$ cat src/rtl/mem_pkg.sv
// mem_pkg: shared definitions for the memory controller slice.
//   state_t      - controller FSM encoding (also exported for debug)
//   SZ_B/H/W     - lsb access size codes
//   IO_MASK_HI_DEF - default addr[17:16] pattern selecting memory-mapped IO
//   byte_count() - number of byte cycles for a request
package mem_pkg;

  typedef enum logic [1:0] {
    ST_IDLE  = 2'd0,
    ST_READ  = 2'd1,
    ST_WRITE = 2'd2,
    ST_DONE  = 2'd3
  } state_t;

  localparam logic [1:0] SZ_B = 2'b00;
  localparam logic [1:0] SZ_H = 2'b01;
  localparam logic [1:0] SZ_W = 2'b10;

  localparam logic [1:0] IO_MASK_HI_DEF = 2'b11;

  // Fetches are always a full word; lsb size codes map to 1/2/4 bytes.
  function automatic logic [2:0] byte_count(input logic is_fetch, input logic [1:0] size);
    logic [2:0] n;
    if (is_fetch) begin
      n = 3'd4;
    end else begin
      case (size)
        SZ_B:    n = 3'd1;
        SZ_H:    n = 3'd2;
        default: n = 3'd4;
      endcase
    end
    return n;
  endfunction

endpackage

$ cat src/rtl/mem_ctrl_if.sv
// mem_ctrl_if: bundles the fetch, lsb and RAM/IO signals of mem_ctrl.
//   slave  modport: the controller's view
//   master modport: the requesters' and RAM's view
//
// Handshake: a requester raises its valid (if_valid / mem_ctrl_out_config)
// with address/data stable and holds everything until the matching
// one-cycle done pulse (if_done / mem_ctrl_in_config); the returned data is
// valid in that same cycle. There is no backpressure beyond holding.
interface mem_ctrl_if #(parameter int ADDR_W = 32);
  logic              if_valid;
  logic [ADDR_W-1:0] if_addr;
  logic              if_done;
  logic [31:0]       if_data;

  logic              mem_ctrl_out_config;
  logic              mem_ctrl_out_ls;
  logic [ADDR_W-1:0] mem_ctrl_out_addr;
  logic [31:0]       mem_ctrl_out_data;
  logic [1:0]        lsb_size;
  logic              mem_ctrl_in_config;
  logic [31:0]       mem_ctrl_in_data;

  logic [7:0]        mem_din;
  logic [7:0]        mem_dout;
  logic [ADDR_W-1:0] mem_a;
  logic              mem_wr;
  logic              io_buffer_full;

  modport slave (
    input  if_valid, if_addr,
    output if_done, if_data,
    input  mem_ctrl_out_config, mem_ctrl_out_ls, mem_ctrl_out_addr,
    input  mem_ctrl_out_data, lsb_size,
    output mem_ctrl_in_config, mem_ctrl_in_data,
    input  mem_din, io_buffer_full,
    output mem_dout, mem_a, mem_wr
  );

  modport master (
    output if_valid, if_addr,
    input  if_done, if_data,
    output mem_ctrl_out_config, mem_ctrl_out_ls, mem_ctrl_out_addr,
    output mem_ctrl_out_data, lsb_size,
    input  mem_ctrl_in_config, mem_ctrl_in_data,
    output mem_din, io_buffer_full,
    input  mem_dout, mem_a, mem_wr
  );
endinterface

$ cat src/rtl/mem_ctrl_arb.sv
// mem_ctrl_arb: two-way grant between fetch and lsb.
//   clk, rst_n  - clock, asynchronous active-low reset
//   en          - arbitration cycle (controller free and globally enabled)
//   req_if/ls   - qualified requests
//   gnt_if/ls   - combinational one-hot grant
// On contention the requester that did not win the previous contention
// wins; last_grant only moves when both were requesting.
module mem_ctrl_arb (
  input  logic clk,
  input  logic rst_n,
  input  logic en,
  input  logic req_if,
  input  logic req_ls,
  output logic gnt_if,
  output logic gnt_ls
);
  import mem_pkg::*;

  logic last_ls_q, last_ls_d;  // 0 = fetch won last contention

  always_comb begin
    gnt_ls    = en && req_ls && (!req_if || !last_ls_q);
    gnt_if    = en && req_if && (!req_ls || last_ls_q);
    last_ls_d = last_ls_q;
    if (en && req_if && req_ls) last_ls_d = gnt_ls;
  end

  always_ff @(posedge clk or negedge rst_n) begin
    if (!rst_n) last_ls_q <= 1'b0;
    else        last_ls_q <= last_ls_d;
  end
endmodule

$ cat src/rtl/mem_ctrl.sv
// mem_ctrl: shares the byte-wide RAM/IO port between ifetch and the lsb.
//   clk, rst        - clock, asynchronous active-low reset
//   rdy             - global enable; low freezes every flop
//   rollback_config - flush pulse; aborts an in-flight fetch
//   bus             - fetch / lsb / RAM signals (mem_ctrl_if.slave)
//   dbg_state       - current FSM state
// Each request is split into byte cycles; reads are assembled little-endian
// and arrive one cycle after their address, so a read runs N+1 cycles.
module mem_ctrl #(
  parameter int         ADDR_W     = 32,
  parameter logic [1:0] IO_MASK_HI = mem_pkg::IO_MASK_HI_DEF
) (
  input  logic             clk,
  input  logic             rst,
  input  logic             rdy,
  input  logic             rollback_config,
  mem_ctrl_if.slave        bus,
  output mem_pkg::state_t  dbg_state
);
  import mem_pkg::*;

  state_t            state_q, state_d;
  logic [ADDR_W-1:0] addr_q, addr_d;
  logic [ADDR_W-1:0] mem_a_q, mem_a_d;
  logic [31:0]       data_q, data_d;     // store bytes (current at [7:0]) or load assembly
  logic [2:0]        cnt_q, cnt_d;
  logic [2:0]        nbytes_q, nbytes_d;
  logic              src_ls_q, src_ls_d; // 1 = lsb owns the port
  logic              mem_wr_q, mem_wr_d;
  logic [7:0]        mem_dout_q, mem_dout_d;
  logic              if_done_q, if_done_d;
  logic [31:0]       if_data_q, if_data_d;
  logic              ls_done_q, ls_done_d;
  logic [31:0]       ls_data_q, ls_data_d;

  logic              arb_en, req_if, req_ls, gnt_if, gnt_ls;
  logic [ADDR_W-1:0] req_addr;
  logic [1:0]        rd_idx;
  logic [31:0]       rd_word;
  logic              io_stall, req_io_stall;

  // A requester is masked during its own done cycle (it still holds valid),
  // and rollback keeps a fetch from being granted.
  assign arb_en = rdy && (state_q == ST_IDLE || state_q == ST_DONE);
  assign req_if = bus.if_valid && !rollback_config && !if_done_q;
  assign req_ls = bus.mem_ctrl_out_config && !ls_done_q;

  mem_ctrl_arb u_arb (
    .clk    (clk),
    .rst_n  (rst),
    .en     (arb_en),
    .req_if (req_if),
    .req_ls (req_ls),
    .gnt_if (gnt_if),
    .gnt_ls (gnt_ls)
  );

  always_comb begin
    state_d    = state_q;
    addr_d     = addr_q;
    mem_a_d    = mem_a_q;
    data_d     = data_q;
    cnt_d      = cnt_q;
    nbytes_d   = nbytes_q;
    src_ls_d   = src_ls_q;
    mem_wr_d   = mem_wr_q;
    mem_dout_d = mem_dout_q;
    if_done_d  = 1'b0;
    if_data_d  = if_data_q;
    ls_done_d  = 1'b0;
    ls_data_d  = ls_data_q;

    // In READ, cnt counts cycles; mem_din carries byte cnt-1.
    rd_idx  = cnt_q[1:0] - 2'd1;
    rd_word = data_q;
    rd_word[{rd_idx, 3'b000} +: 8] = bus.mem_din;

    req_addr     = gnt_if ? bus.if_addr : bus.mem_ctrl_out_addr;
    req_io_stall = (req_addr[17:16] == IO_MASK_HI) && bus.io_buffer_full;
    io_stall     = (addr_q[17:16] == IO_MASK_HI) && bus.io_buffer_full;

    case (state_q)
      ST_IDLE, ST_DONE: begin
        state_d  = ST_IDLE;
        mem_wr_d = 1'b0;
        if (gnt_if || gnt_ls) begin
          addr_d   = req_addr;
          mem_a_d  = req_addr;
          src_ls_d = gnt_ls;
          nbytes_d = byte_count(gnt_if, bus.lsb_size);
          cnt_d    = 3'd0;
          if (gnt_ls && !bus.mem_ctrl_out_ls) begin
            state_d    = ST_WRITE;
            data_d     = bus.mem_ctrl_out_data;
            mem_dout_d = bus.mem_ctrl_out_data[7:0];
            mem_wr_d   = !req_io_stall;
          end else begin
            state_d = ST_READ;
            data_d  = 32'd0;
          end
        end
      end

      ST_READ: begin
        if (!src_ls_q && rollback_config) begin
          state_d  = ST_IDLE;
          mem_wr_d = 1'b0;
        end else begin
          if (cnt_q != 3'd0) data_d = rd_word;
          if (cnt_q == nbytes_q) begin
            state_d = ST_DONE;
            if (src_ls_q) begin
              ls_done_d = 1'b1;
              ls_data_d = rd_word;
            end else begin
              if_done_d = 1'b1;
              if_data_d = rd_word;
            end
          end else begin
            cnt_d = cnt_q + 3'd1;
            if (cnt_q + 3'd1 < nbytes_q) mem_a_d = mem_a_q + ADDR_W'(1);
          end
        end
      end

      ST_WRITE: begin
        // mem_wr_q high means the byte on the pins is written this cycle;
        // low means it is being held for a full IO buffer.
        if (mem_wr_q) begin
          if (cnt_q + 3'd1 == nbytes_q) begin
            state_d   = ST_DONE;
            mem_wr_d  = 1'b0;
            ls_done_d = 1'b1;
          end else begin
            cnt_d      = cnt_q + 3'd1;
            data_d     = data_q >> 8;
            mem_dout_d = data_q[15:8];
            mem_a_d    = mem_a_q + ADDR_W'(1);
            mem_wr_d   = !io_stall;
          end
        end else begin
          mem_wr_d = !io_stall;
        end
      end

      default: state_d = ST_IDLE;
    endcase
  end

  always_ff @(posedge clk or negedge rst) begin
    if (!rst) begin
      state_q    <= ST_IDLE;
      addr_q     <= '0;
      mem_a_q    <= '0;
      data_q     <= '0;
      cnt_q      <= '0;
      nbytes_q   <= '0;
      src_ls_q   <= 1'b0;
      mem_wr_q   <= 1'b0;
      mem_dout_q <= '0;
      if_done_q  <= 1'b0;
      if_data_q  <= '0;
      ls_done_q  <= 1'b0;
      ls_data_q  <= '0;
    end else if (rdy) begin
      state_q    <= state_d;
      addr_q     <= addr_d;
      mem_a_q    <= mem_a_d;
      data_q     <= data_d;
      cnt_q      <= cnt_d;
      nbytes_q   <= nbytes_d;
      src_ls_q   <= src_ls_d;
      mem_wr_q   <= mem_wr_d;
      mem_dout_q <= mem_dout_d;
      if_done_q  <= if_done_d;
      if_data_q  <= if_data_d;
      ls_done_q  <= ls_done_d;
      ls_data_q  <= ls_data_d;
    end
  end

  assign bus.if_done            = if_done_q;
  assign bus.if_data            = if_data_q;
  assign bus.mem_ctrl_in_config = ls_done_q;
  assign bus.mem_ctrl_in_data   = ls_data_q;
  assign bus.mem_a              = mem_a_q;
  assign bus.mem_wr             = mem_wr_q;
  assign bus.mem_dout           = mem_dout_q;
  assign dbg_state              = state_q;
endmodule

$ cat src/flat_wrapper.sv
// flat-port wrapper written by rule: the top's interface ports become plain ports
module mem_ctrl_flat import mem_pkg::*;
#(
  parameter int         ADDR_W     = 32,
  parameter logic [1:0] IO_MASK_HI = mem_pkg::IO_MASK_HI_DEF
)
  (clk, rst, rdy, rollback_config, dbg_state, bus_if_valid, bus_if_addr, bus_if_done, bus_if_data, bus_mem_ctrl_out_config, bus_mem_ctrl_out_ls, bus_mem_ctrl_out_addr, bus_mem_ctrl_out_data, bus_lsb_size, bus_mem_ctrl_in_config, bus_mem_ctrl_in_data, bus_mem_din, bus_io_buffer_full, bus_mem_dout, bus_mem_a, bus_mem_wr);
  mem_ctrl_if #(.ADDR_W(ADDR_W)) bus_i ();
  input  logic clk;
  input  logic rst;
  input  logic rdy;
  input  logic rollback_config;
  output mem_pkg::state_t dbg_state;
  input wire logic [$bits(bus_i.if_valid)-1:0] bus_if_valid;
  input wire logic [$bits(bus_i.if_addr)-1:0] bus_if_addr;
  output wire logic [$bits(bus_i.if_done)-1:0] bus_if_done;
  output wire logic [$bits(bus_i.if_data)-1:0] bus_if_data;
  input wire logic [$bits(bus_i.mem_ctrl_out_config)-1:0] bus_mem_ctrl_out_config;
  input wire logic [$bits(bus_i.mem_ctrl_out_ls)-1:0] bus_mem_ctrl_out_ls;
  input wire logic [$bits(bus_i.mem_ctrl_out_addr)-1:0] bus_mem_ctrl_out_addr;
  input wire logic [$bits(bus_i.mem_ctrl_out_data)-1:0] bus_mem_ctrl_out_data;
  input wire logic [$bits(bus_i.lsb_size)-1:0] bus_lsb_size;
  output wire logic [$bits(bus_i.mem_ctrl_in_config)-1:0] bus_mem_ctrl_in_config;
  output wire logic [$bits(bus_i.mem_ctrl_in_data)-1:0] bus_mem_ctrl_in_data;
  input wire logic [$bits(bus_i.mem_din)-1:0] bus_mem_din;
  input wire logic [$bits(bus_i.io_buffer_full)-1:0] bus_io_buffer_full;
  output wire logic [$bits(bus_i.mem_dout)-1:0] bus_mem_dout;
  output wire logic [$bits(bus_i.mem_a)-1:0] bus_mem_a;
  output wire logic [$bits(bus_i.mem_wr)-1:0] bus_mem_wr;
  assign bus_i.if_valid = bus_if_valid;
  assign bus_i.if_addr = bus_if_addr;
  assign bus_if_done = bus_i.if_done;
  assign bus_if_data = bus_i.if_data;
  assign bus_i.mem_ctrl_out_config = bus_mem_ctrl_out_config;
  assign bus_i.mem_ctrl_out_ls = bus_mem_ctrl_out_ls;
  assign bus_i.mem_ctrl_out_addr = bus_mem_ctrl_out_addr;
  assign bus_i.mem_ctrl_out_data = bus_mem_ctrl_out_data;
  assign bus_i.lsb_size = bus_lsb_size;
  assign bus_mem_ctrl_in_config = bus_i.mem_ctrl_in_config;
  assign bus_mem_ctrl_in_data = bus_i.mem_ctrl_in_data;
  assign bus_i.mem_din = bus_mem_din;
  assign bus_i.io_buffer_full = bus_io_buffer_full;
  assign bus_mem_dout = bus_i.mem_dout;
  assign bus_mem_a = bus_i.mem_a;
  assign bus_mem_wr = bus_i.mem_wr;
  mem_ctrl #(.ADDR_W(ADDR_W), .IO_MASK_HI(IO_MASK_HI)) u_core (.clk(clk), .rst(rst), .rdy(rdy), .rollback_config(rollback_config), .bus(bus_i), .dbg_state(dbg_state));
endmodule
$ cat config.mk
export PLATFORM = sky130hd
export DESIGN_NAME = mem_ctrl_flat
export DESIGN_NICKNAME = d
export VERILOG_FILES = /design/src/rtl/mem_pkg.sv /design/src/rtl/mem_ctrl_if.sv /design/src/rtl/mem_ctrl_arb.sv /design/src/rtl/mem_ctrl.sv /design/src/flat_wrapper.sv
export SDC_FILE = /design/constraint.sdc
export NUM_CORES = 1
export LEC_CHECK = 0
export BUFFER_PORTS_ARGS = -buffer_cell sky130_fd_sc_hd__buf_2
export CORE_MARGIN = 2
export CORE_UTILIZATION = 50
export CTS_BUF_LIST = sky130_fd_sc_hd__clkbuf_4 sky130_fd_sc_hd__clkbuf_8 sky130_fd_sc_hd__clkbuf_16
export CTS_CLUSTER_SIZE = 14
export DETAILED_ROUTE_END_ITERATION = 8
export GPL_TIMING_DRIVEN = 0
export HOLD_SLACK_MARGIN = 0.12
export PLACE_DENSITY = 0.85
export SYNTH_ARGS = -nofsm -noshare
export SYNTH_HDL_FRONTEND = slang
export SYNTH_SLANG_ARGS = --single-unit
$ cat constraint.sdc
create_clock -name clk -period 5.55 [get_ports clk]
set_input_delay 0 -clock clk [delete_from_list [all_inputs] [get_ports clk]]
set_output_delay 0 -clock clk [all_outputs]
set_load 0.02 [all_outputs]
==> flow_summary.json <==
{
  "grt_use_total": 0.3508,
  "htreeDepth": 4,
  "hold_violations": 0,
  "worstPathArrival_ps": 4150,
  "path_class": "flop to flop",
  "syn_nets": 1018,
  "power_mw": 5.610,
  "avgSynthCellArea_um2": 9.033,
  "fillers": 1067,
  "clockBufferDepth": 2,
  "numCtsBuffers": 17,
  "core-area_um2": 15830,
  "ys_seq_area_frac": 0.4689,
  "io-pin-count": 223,
  "cts_sinks": 151,
  "rows": 46,
  "initial_core_util": 0.5091,
  "worst_slew_pin_slew_ps": 965.3,
  "layout-drive-gt1-share": 0.2371,
  "fin_tns_setup_ps": 0,
  "finalNonFillerCells": 1473,
  "power.density_nw_per_um2": 500.7,
  "ant_nets": 0,
  "synth_edf_count": 0,
  "grt_pass1_wl_mm": 46.06,
  "max-vdd-ir-drop_uv": 401.9,
  "drt-initial-drc-count": 1223,
  "rsz0062_at_grt": "no",
  "dieArea_um2": 17150,
  "outcome": "finished clean",
  "synth_warnings": 0,
  "gp_congestion": 0.9501,
  "end_kind": "flop",
  "seqPwrFrac": 0.307,
  "intPower_mw": 3.013,
  "seqCellArea_um2": 3779,
  "worst-r2r-cell-count": 11,
  "hold_slack_ps": 130.9,
  "startpoint_type": "flop",
  "die_w_um": 130.9,
  "antennaDiodeCount": 0,
  "antenna_found_initial": 1,
  "synthArstFlopShare": 1.000,
  "cp_max_fo": 10,
  "ctsRootBufferMaster": "clkbuf_16",
  "area_delta_synth_final_pct": 39.07,
  "crit_chain": "clkbuf_1 -> inv_1 -> ha_1 -> ha_1 -> nor2b_1 -> o21a_1 -> o31ai_4 -> nand3_1 -> clkbuf_1 -> o22ai_1 -> a21oi_1",
  "mappedNetlistArea_um2": 8058,
  "slew_headroom": 0.3505,
  "grt_pass1_vias": 8943,
  "critical_path_depth": 11,
  "clockPowerShare": 0.227,
  "grt_max_degree": 88,
  "drtPass1Iterations": 7,
  "fp.dieH_um": 130.9,
  "dpl.cell_count": 1331,
  "max_stage_delay_ps": 460,
  "totalWireLength_mm": 30.30,
  "crit_slowest_cell": "dfrtp_1",
  "critPathRequiredTime_ps": 5840,
  "port_buffers": 222,
  "syn_inst": 892,
  "drc": 0,
  "multi_input_area_um2": 3973,
  "setup_viol": 0,
  "fin_crit_sh": 0.6938,
  "p_leak_nw": 5.023,
  "post_cts_resize_count": 0,
  "clock.fmax_mhz": 259.7,
  "clock_skew_ps": 11.44,
  "drv_cap": 0,
  "routed_via_density": 6.287,
  "path_buf_inv": 3,
  "clk_pin_slew_ps": 70,
  "dr_total_vias": 9261,
  "swShare": 0.4629,
  "switching_power_mw": 2.597,
  "ys_ff_latch": 151,
  "wire_per_inst_um": 20.57,
  "hpwl_mm": 19.61,
  "synth_flop_cell": "dfrtp_1",
  "final.min_clock_period_ps": 3851,
  "crit_family": "compound AO/OA/AOI/OAI gates",
  "synth_cell_types": 64,
  "nets": 1370,
  "combPwrFrac": 0.466,
  "slew_violations": 0,
  "insertion_delay_ps": 450,
  "hp-class": "input pin to asynchronous set/reset pin",
  "overflow": 0,
  "cts_setup_buffers": 0,
  "cts_tree": "done"
}
## flip-flops by register name, summed over array words and instances (netlist names)
signal	flops
u_core.bus.mem_dout	8
u_core.bus.mem_ctrl_in_data	32
u_core.cnt_q	3
u_core.bus.if_data	32
u_core.src_ls_q	1
u_core.u_arb.last_ls_q	1
u_core.dbg_state	2
u_core.bus.mem_a	32
u_core.nbytes_q	3
u_core.bus.mem_wr	1
u_core.data_q	32
u_core.bus.if_done	1
u_core.addr_q	2
u_core.bus.mem_ctrl_in_config	1
## logic make-up after synthesis
family,Yosys count,synth area share
AND/OR/NAND/NOR,324,0.1921
AO/OA/AOI/OAI,288,0.2227
flip-flops,151,0.4689
buffers and inverters,71,0.03804
multiplexers,42,0.05528
adder cells (fa/ha/maj),12,0.01863
XOR/XNOR,4,0.004347
## final timing paths
check | slack [ps] | startpoint | endpoint
min reg2reg | 480 | u_core.bus.if_data[13] | u_core.bus.if_data[13]
max reg2reg | 1700 | u_core.cnt_q[0] | u_core.bus.mem_a[3]
max | 1700 | u_core.cnt_q[0] | u_core.bus.mem_a[3]
min | 130 | rst | u_core.bus.mem_dout[2]
min in group clk | 140 | bus_mem_ctrl_out_ls | u_core.data_q[8]
max in group asynchronous | 4580 | rst | u_core.bus.if_data[29]
## through the flow
stage                     setup slack (ps)  cell area, um2    util
after floorplan                       2723            8058       -
after global placement                2056            9439  0.5964
after detailed placement              1993            9473  0.5985
after CTS                             1989           11210  0.7080
after global routing                  1598           11210  0.7080
final                                 1699           11210  0.7080
## layer usage
layer | GRT usage | up-vias | routed length, um
li1 | - | 3970 | -
met1 | 0.4308 | 4353 | 10850
met2 | 0.5575 | 758 | 14250
met3 | 0.1002 | 178 | 3535
met4 | 0.1965 | 2 | 1635
met5 | 0 | - | 27
## layout make-up
cell class              count  share of cell area
flip-flops and latches    151              0.3372
clock inverters            15             0.01842
multi-input cells         670              0.3545
plain buffers              55             0.02200
well taps                 216             0.02412
clock buffers              17             0.03796
inverters                  16            0.005360
repair buffers            333              0.2004
## cells in the mapped netlist, drive strengths merged, types with 9 or more instances
| cell | n | area share |
|---|---|---|
| a221oi | 24 | 0.026 |
| mux2 | 17 | 0.024 |
| inv | 13 | 0.0061 |
| ha | 12 | 0.019 |
| nand2 | 137 | 0.064 |
| o22ai | 12 | 0.0093 |
| nand4 | 24 | 0.019 |
| o21ai | 133 | 0.084 |
| nor2b | 23 | 0.018 |
| nor3 | 9 | 0.0076 |
| a22oi | 16 | 0.015 |
| dfrtp | 151 | 0.47 |
| a21oi | 52 | 0.034 |
| clkbuf | 39 | 0.018 |
| nand3 | 18 | 0.011 |
| a31oi | 9 | 0.0070 |
| buf | 16 | 0.012 |
| mux2i | 25 | 0.031 |
| and3 | 16 | 0.012 |
| nor2 | 63 | 0.029 |
## timing repair
action,in CTS,in global routing
hold buffers,110,0
hold endpoints to repair,186,0
setup endpoints to repair,0,0
## layout by cell type (no fill, tap or decap), drive strengths merged, types with 18 or more instances in the layout
cell type / instances
dlygate4sd3: 110
mux2i: 25
nand2: 137
dfrtp: 151
buf: 239
inv: 23
nand4: 24
o21ai: 133
a21oi: 52
clkbuf: 56
a221oi: 24
nor2b: 23
nand3: 18
nor2: 63
## power groups by stage
| stage | combinational [mW] | clock (mW) | sequential [mW] |
|---|---|---|---|
| after detailed placement | 2.40 | 0 | 1.71 |
| after floorplan | 1.43 | 0 | 1.84 |
| after global placement | 2.33 | 0 | 1.69 |
| final | 2.61 | 1.28 | 1.72 |
| after global routing | 2.79 | 1.31 | 1.75 |
| after CTS | 2.51 | 1.27 | 1.69 |
(Power assumes the default switching activity.)
